**config.mk**
```make
export PLATFORM = sky130hd
export DESIGN_NAME = down_counter_reload
export DESIGN_NICKNAME = d
export VERILOG_FILES = /design/src/rtl/down_counter_reload.sv
export SDC_FILE = /design/constraint.sdc
export NUM_CORES = 1
export LEC_CHECK = 0
export CAP_MARGIN = 40
export CORE_MARGIN = 2
export CORE_UTILIZATION = 30
export CTS_CLUSTER_SIZE = 8
export DETAILED_ROUTE_END_ITERATION = 8
export MAX_ROUTING_LAYER = met4
export PLACE_DENSITY = 0.5
export SKIP_CTS_REPAIR_TIMING = 1
export SLEW_MARGIN = 20
export SYNTH_ARGS = -nofsm -noshare
export SYNTH_HDL_FRONTEND = slang
export SYNTH_SLANG_ARGS = --single-unit
```
**constraint.sdc**
```tcl
create_clock -name clk -period 2.2 [get_ports clk]
set_clock_uncertainty 0.1 [all_clocks]
set_input_delay 0.55 -clock clk [delete_from_list [all_inputs] [get_ports clk]]
set_output_delay 0.55 -clock clk [all_outputs]
set_load 0.005 [all_outputs]
```
**src/rtl/down_counter_reload.sv**
```systemverilog
// Loadable down-counter / terminal-count timer with optional periodic auto-reload.
// Optional feature macro: DCNT_TC_STICKY_EN adds tc_clr input and tc_sticky output.
module down_counter_reload #(
  parameter int WIDTH = 8
) (
  input  logic             clk,
  input  logic             reset,
  input  logic [WIDTH-1:0] data,
  input  logic             load,
  input  logic             enable,
  input  logic             auto_reload,
`ifdef DCNT_TC_STICKY_EN
  input  logic             tc_clr,
  output logic             tc_sticky,
`endif
  output logic [WIDTH-1:0] out,
  output logic             busy,
  output logic             done,
  output logic             tc
);

  typedef enum logic [1:0] {
    S_IDLE = 2'd0,
    S_RUN  = 2'd1,
    S_DONE = 2'd2
  } state_t;

  state_t           r_state;
  state_t           w_state_nxt;
  logic [WIDTH-1:0] r_out;
  logic [WIDTH-1:0] w_out_nxt;
  logic [WIDTH-1:0] r_reload;
  logic [WIDTH-1:0] w_reload_nxt;
  logic             r_tc;
  logic             w_tc_nxt;
  logic             r_busy;
  logic             r_done;
  logic             w_last;
  logic             w_zero;

  assign w_last = (r_out == WIDTH'(1));
  assign w_zero = (r_out == '0);

  // Next-state logic: load beats enable; the decrement is never taken at zero.
  always_comb begin
    w_state_nxt  = r_state;
    w_out_nxt    = r_out;
    w_reload_nxt = r_reload;
    w_tc_nxt     = 1'b0;
    if (load) begin
      w_out_nxt    = data;
      w_reload_nxt = data;
      w_state_nxt  = (data != '0) ? S_RUN : S_IDLE;
    end else if (enable) begin
      case (r_state)
        S_RUN: begin
          if (w_last) begin
            w_tc_nxt = 1'b1;
            if (auto_reload) begin
              w_out_nxt = r_reload;
            end else begin
              w_out_nxt   = '0;
              w_state_nxt = S_DONE;
            end
          end else if (!w_zero) begin
            w_out_nxt = r_out - WIDTH'(1);
          end
        end
        default: begin
          w_out_nxt = r_out;
        end
      endcase
    end
  end

  always_ff @(posedge clk) begin
    if (!reset) begin
      r_state  <= S_IDLE;
      r_out    <= '0;
      r_reload <= '0;
      r_tc     <= 1'b0;
      r_busy   <= 1'b0;
      r_done   <= 1'b0;
    end else begin
      r_state  <= w_state_nxt;
      r_out    <= w_out_nxt;
      r_reload <= w_reload_nxt;
      r_tc     <= w_tc_nxt;
      r_busy   <= (w_state_nxt == S_RUN);
      r_done   <= (w_state_nxt == S_DONE);
    end
  end

  assign out  = r_out;
  assign busy = r_busy;
  assign done = r_done;
  assign tc   = r_tc;

`ifdef DCNT_TC_STICKY_EN
  logic r_tc_sticky;

  // Captures any cycle in which tc was high; a set in the same cycle as tc_clr wins.
  always_ff @(posedge clk) begin
    if (!reset) begin
      r_tc_sticky <= 1'b0;
    end else if (r_tc) begin
      r_tc_sticky <= 1'b1;
    end else if (tc_clr) begin
      r_tc_sticky <= 1'b0;
    end
  end

  assign tc_sticky = r_tc_sticky;
`endif

endmodule

```
==> results.py <==
metrics = {
    "min_path": {
        "hold_class": "reg2reg",
    },
    "global_route": {
        "track_usage_pct": 17.7,
        "grt_first_pass_wirelength_mm": 5.93,
        "grt_max_degree": 18,
        "grt_pass1_vias": 1213,
        "antenna_found_initial": 0,
        "grt-ovfl-total": 0,
    },
    "synth": {
        "syn_inst": 138,
        "synth_seq_cells": 21,
        "yosysWarnings": 0,
        "yosysTopAreaCellShare_pct": 34.3,
        "synthAdderAreaFrac_pct": 3.06,
        "synth_enable_flop_cells": 0,
        "synth_top_family_by_area": "simple AND/OR/NAND/NOR gates",
        "yosys.area.top_type": "dfxtp_1",
        "syn_avg_cell_area_sq_um": 8.88,
        "seq_area_frac_synth_pct": 34.3,
        "synth-compound-area-share_pct": 25.5,
        "ys_top_cells_by_count": "21 x dfxtp_1, 10 x nand2_1, 9 x a21oi_1, 8 x nand3_1",
        "syn_nets": 154,
        "yosysUniqueCellTypes": 42,
        "netlist_area_sq_um": 1220,
        "async_reset_ff_share_pct": 0,
        "synth_xor_area_share_pct": 2.15,
        "synth_area_leaders": "dfxtp_1 34%, a221o_1 4.1%, mux2i_1 4.1%",
        "synthMuxAreaShare_pct": 4.09,
        "yosysMostFrequentCell": "dfxtp_1",
        "yosys.area_share.simple_pct": 25.8,
        "synth_top_flop_cell": "dfxtp_1",
    },
    "floorplanning": {
        "die_x_um": 67.9,
        "die_h_um": 67.9,
        "core_area_sq_um": 3970,
        "dieArea_sq_um": 4610,
        "start_util_pct": 30.8,
        "num_rows": 23,
        "ios": 24,
    },
    "worst_setup_path": {
        "slowest_stage": "clkdlybuf4s50_1",
        "path_max_fanout": 10,
        "critical_path_buf_inv_count": 1,
        "cp_top_family": "buffers and inverters",
        "worst_setup_path_end_kind": "output pin",
        "worst-endpoint-required_ns": 1.55,
        "worstPathCellList": "clkdlybuf4s50_1",
        "arrival_ns": 1.43,
        "path_class": "reg2out",
        "critPathMaxStageDelay_ns": 0.59,
        "start_kind": "register",
    },
    "drt": {
        "initialDrtViolationCount": 73,
        "drt-total-wl_mm": 3.59,
        "viasPerCell": 5.32,
        "antenna_left": 0,
        "first_pass_iters": 4,
        "vias": 1219,
        "wl_per_cell_um": 15.7,
        "drc": 0,
    },
    "run": {
        "cap_violations": 0,
    },
    "sta": {
        "finalSetupTns_ns": 0,
        "max_freq_ghz": 0.480,
        "rsz0062_at_grt": "false",
        "hold_violations": 0,
        "drv_slew": 0,
        "min_period_ns": 2.08,
        "slew_headroom_pct": 71.1,
        "worst_pin_slew_ns": 0.429,
        "finalSetupViolations": 0,
        "finalCritPeriodShare_pct": 94.7,
    },
    "power": {
        "swShare_pct": 30.8,
        "combPwrFrac_pct": 30.1,
        "p_per_area_nw_per_um2": 585,
        "clkPwrFrac_pct": 26.4,
        "intPower_mw": 0.678,
        "netSwitchingPower_mw": 0.302,
        "power_leakage_nw": 0.628,
        "pwr-share-seq_pct": 43.5,
        "irDropWorstVdd_v": 0.000223,
    },
    "clocking": {
        "root_buffer": "clkbuf_8",
        "clk_pin_slew_ns": 0.08,
        "cts_tree": "built",
        "clock_sinks": 21,
        "cts_buffer_depth": 2,
        "clkLatencyLatePin_ns": 0.26,
        "cts_made_buffers": 3,
        "h-tree-depth": 1,
    },
    "finish": {
        "fin_util_pct": 42.2,
        "nets": 196,
        "syn2layout_area_growth_pct": 36.8,
        "layout-drive-gt1-share_pct": 15.6,
        "antennaDiodeCount": 0,
    },
    "place": {
        "dp_hpwl_mm": 2.88,
        "portBuffers": 23,
        "gp_congestion": 0.920,
    },
    "outcome": {
        "status": "finished, final reports clean",
    },
}
==> per-layer routing <==
| layer | wire length (um) | share of wire (%) | track usage (%) |
|---|---|---|---|
| met4 | 128 | 3.6 | 9.50 |
| met1 | 1670 | 47 | 22.5 |
| met5 | 0 | 0 | - |
| met2 | 1690 | 47 | 27.8 |
| met3 | 101 | 2.8 | 1.64 |
==> final timing paths <==
path               start          end  slack, ns  cells past startpoint
max               out[6]       out[6]       0.12                      1
min          r_reload[5]  r_reload[5]       0.39                      2
max reg2reg       out[2]       out[2]       0.15                      4
min reg2reg  r_reload[5]  r_reload[5]       0.39                      2
==> per-stage QoR <==
step / worst slack (ns) / instances / total power, mW / area, sq um / hold WS (ns)
6_report: 0.117 / 229 / 0.980 / 1680 / 0.387
5_1_grt: 0.0353 / 229 / 1.03 / 1680 / 0.419
4_1_cts: 0.111 / 229 / 0.978 / 1680 / 0.388
2_1_floorplan: 0.345 / 138 / 0.602 / 1220 / 0.357
3_5_place_dp: -0.143 / 225 / 0.727 / 1630 / 0.375
3_3_place_gp: -0.134 / 225 / 0.724 / 1630 / 0.371
==> layout by cell type (no fill, tap or decap), drive strengths merged, types with 6 or more instances in the layout <==
cell	count
nand2	10
inv	6
buf	20
dfxtp	21
nand3	8
nand2b	6
a21oi	9
nor2b	6
clkdlybuf4s50	23
a21boi	6
==> cell type report <==
cell class | count | area (sq um)
repair buffers | 43 | 380
clock buffers | 3 | 41.3
flip-flops and latches | 21 | 420
clock inverters | 1 | 5.00
multi-input cells | 105 | 743
inverters | 6 | 22.5
fillers | 419 | 2300
well taps | 50 | 62.6
==> kinds of logic (layout without fill, tap and decap cells) <==
group,Yosys count,in the layout
XOR/XNOR,3,3
buffers and inverters,12,53
multiplexers,5,5
AO/OA/AOI/OAI,41,41
adder cells (fa/ha/maj),3,3
flip-flops,21,21
AND/OR/NAND/NOR,53,53
==> state kept, by name (all words and copies together), names as in the netlist <==
| register | flops |
|---|---|
| r_state | 2 |
| tc | 1 |
| busy | 1 |
| r_reload | 8 |
| done | 1 |
| out | 8 |
==> power groups by stage <==
stage | registers [mW] | logic [mW] | clock network (mW)
3_3_place_gp | 0.435 | 0.289 | 0
5_1_grt | 0.430 | 0.325 | 0.279
3_5_place_dp | 0.435 | 0.291 | 0
6_report | 0.426 | 0.295 | 0.258
2_1_floorplan | 0.436 | 0.166 | 0
4_1_cts | 0.426 | 0.293 | 0.258
Note: power is estimated with default switching activity, not from simulation.
==> RTL edit: new RTL, same flow settings <==
Remove the register `r_busy`: a continuous assignment takes its place, so the output `busy` follows one clock earlier.
--- a/src/rtl/down_counter_reload.sv
+++ b/src/rtl/down_counter_reload.sv
@@ -80,5 +80,4 @@
       r_reload <= '0;
       r_tc     <= 1'b0;
-      r_busy   <= 1'b0;
       r_done   <= 1'b0;
     end else begin
@@ -87,8 +86,9 @@
       r_reload <= w_reload_nxt;
       r_tc     <= w_tc_nxt;
-      r_busy   <= (w_state_nxt == S_RUN);
       r_done   <= (w_state_nxt == S_DONE);
     end
   end
+
+  assign r_busy = (w_state_nxt == S_RUN);
 
   assign out  = r_out;
Formal check against the unedited RTL: not equivalent (a bounded check fails within 4 cycles, from zero or initial values and one cycle with reset low).
==> RTL edit against the unedited design <==
- the run now ends with negative setup slack left
- synthesized cell count is 0.72% higher
- area after synthesis is 1.7% lower
- die area is 1.6% lower
- setup slack worse by 0.19 ns
- total power is 10% higher
- routed wire length is 6.4% lower
- hold slack better by 0.0088 ns
- final area is 9.2% higher
- utilization is 4.2 points higher
- sequential cell count is 1 lower
==> RTL edit: results (changes against the unedited design) <==
[power_and_ir_drop]
peakVddDrop_v = 0.000273  ; was 0.000223 V
p_leak_nw = 0.793  ; was 0.628 nW

[setup_path]
r2r-end = out[6]$_SDFFE_PN0P_  ; was out[2]$_SDFFE_PN0P_
rr_worst_depth = 7  ; was 4
reg2reg_from = out[0]$_SDFFE_PN0P_  ; was out[2]$_SDFFE_PN0P_
cp-startpoint = data[7]  ; was out[6]$_SDFFE_PN0P_
cp.arrival_ns = 1.63  ; was 1.43 ns
critPathMaxFanout = 2  ; was 10
crit_end = busy  ; was out[6]
regToRegSetupSlack_ns = 0.17  ; was 0.15 ns

[cts]
clk_latency_ns = 0.26  ; about the same
cts_buffers = 3  ; unchanged
cts_max_path_buffers = 2  ; unchanged
path_clk_slew_ns = 0.07
cts_root_buf = clkbuf_8  ; unchanged
ctsHtreeMaxLevel = 1  ; unchanged

[synthesis]
synth.distinct_cells = 51  ; was 42
synth_commonest_cells = dfxtp_1 (20), a21oi_1 (11), nand2_1 (8), nand3_1 (8)  ; was dfxtp_1 (21), nand2_1 (10), a21oi_1 (9)
yosys_warnings = 0  ; unchanged
synthArstFlopShare = 0  ; unchanged
synth_area_leaders = dfxtp_1 (33%), mux2i_1 (5.0%), a21oi_1 (4.6%)  ; was dfxtp_1 (34%), a221o_1 (4.1%), mux2i_1 (4.1%)
syn_nets = 155  ; was 154
synth_seq_area_share = 0.333  ; was 0.343

[finish]
drive_gt1_frac = 0.280  ; was 0.156
nFillCells = 375  ; was 419
area_growth_pct = 52.0  ; was 36.8%
antenna_cells = 0  ; unchanged
nets = 206  ; was 196

[timing]
worst_pin_slew_ns = 0.321  ; was 0.429 ns
fin_tns_setup_ns = -0.0759  ; was 0 ns
setup_slack_ns = -0.0759  ; was 0.117 ns
finalSetupViolCount = 1  ; was 0

[global_route]
antenna_found_initial = 0  ; unchanged
grt_max_degree = 23  ; was 18
grt_pass1_wl_um = 5600  ; was 5930 um
track_usage = 0.166  ; was 0.177
grt_pass1_vias = 1181  ; was 1213

[placement]
dpl.hpwl_um = 2590  ; was 2880 um
pre_cts_slack_ns = -0.813  ; was -0.143 ns
gp_congestion = 0.829  ; was 0.920
portBuffers = 23  ; unchanged

[status]
outcome = finished with violations  ; was finished clean
violations = negative setup slack

[routing]
drt-vias-per-instance = 5.23  ; was 5.32
wl_per_cell_um = 14.1  ; was 15.7 um
dr.pass1.iters = 4  ; unchanged
dr.first_iter.drc_count = 48  ; was 73

[worst_hold_path]
hp-class = reg -> reg  ; unchanged

[RTL edit: cell types whose count changed in the layout (fill, tap and decap cells not counted), moves of 3 or more]
| cell | unedited run | this run |
|---|---|---|
| buf_4 | 20 | 31 |
| clkdlybuf4s50_1 | 23 | 12 |
| dlymetal6s2s_1 | 0 | 10 |
| nand2b_1 | 6 | 0 |
| a221o_1 | 5 | 0 |
| a21boi_0 | 6 | 3 |
| or4_1 | 3 | 0 |
| or4_4 | 0 | 3 |
[RTL edit: per-layer routing]
metal	track usage	wire, um
met1	0.222	1620
met2	0.264	1620
met3	0.0233	110
met4	0.0408	20
met5	-	0
[RTL edit: logic make-up (layout without fill, tap and decap cells)]
group,after synthesis,in the layout,share of synthesized area
AND/OR/NAND/NOR,49,49,0.245
flip-flops,20,20,0.333
buffers and inverters,15,65,0.0582
adder cells (fa/ha/maj),3,3,0.0312
AO/OA/AOI/OAI,44,44,0.268
XOR/XNOR,2,2,0.0146
multiplexers,6,6,0.0499
[RTL edit: final cells by class]
class | count | share of cell area
flip-flops and latches | 20 | 0.220
clock inverters | 1 | 0.0164
inverters | 7 | 0.0144
clock buffers | 3 | 0.0226
repair buffers | 54 | 0.264
multi-input cells | 104 | 0.429
well taps | 50 | 0.0342
[RTL edit: where the power goes]
part           total [mW]  switching, mW  leakage [nW]  internal, mW
Sequential          0.402         0.0176         0.165         0.385
Combinational       0.310          0.146         0.592         0.164
Clock               0.370          0.127        0.0357         0.243
[RTL edit: how the worst min path moves through the flow]
stage,startpoint,slack (ns),endpoint,depth (start not counted)
detailed placement,r_reload[5]$_SDFFE_PN0P_,0.39,r_reload[5]$_SDFFE_PN0P_,2
CTS,r_reload[5]$_SDFFE_PN0P_,0.40,r_reload[5]$_SDFFE_PN0P_,2
floorplan,r_reload[7]$_SDFFE_PN0P_,0.35,r_reload[7]$_SDFFE_PN0P_,2
finish,r_reload[5]$_SDFFE_PN0P_,0.40,r_reload[5]$_SDFFE_PN0P_,2
global placement,r_reload[7]$_SDFFE_PN0P_,0.37,r_reload[7]$_SDFFE_PN0P_,2
global route,r_reload[5]$_SDFFE_PN0P_,0.43,r_reload[5]$_SDFFE_PN0P_,2
[RTL edit: critical path, stage by stage]
cell and delay, ns:
dlymetal6s2s_1 0.14, or4_4 0.55, o21ai_4 0.17, o41ai_2 0.08, buf_2 0.13
[RTL edit: through the flow]
| step | cell area [um2] | cells |
|---|---|---|
| floorplan | 1200 | 139 |
| global placement | 1660 | 231 |
| detailed placement | 1660 | 231 |
| CTS | 1730 | 235 |
| global route | 1830 | 239 |
| finish | 1830 | 239 |
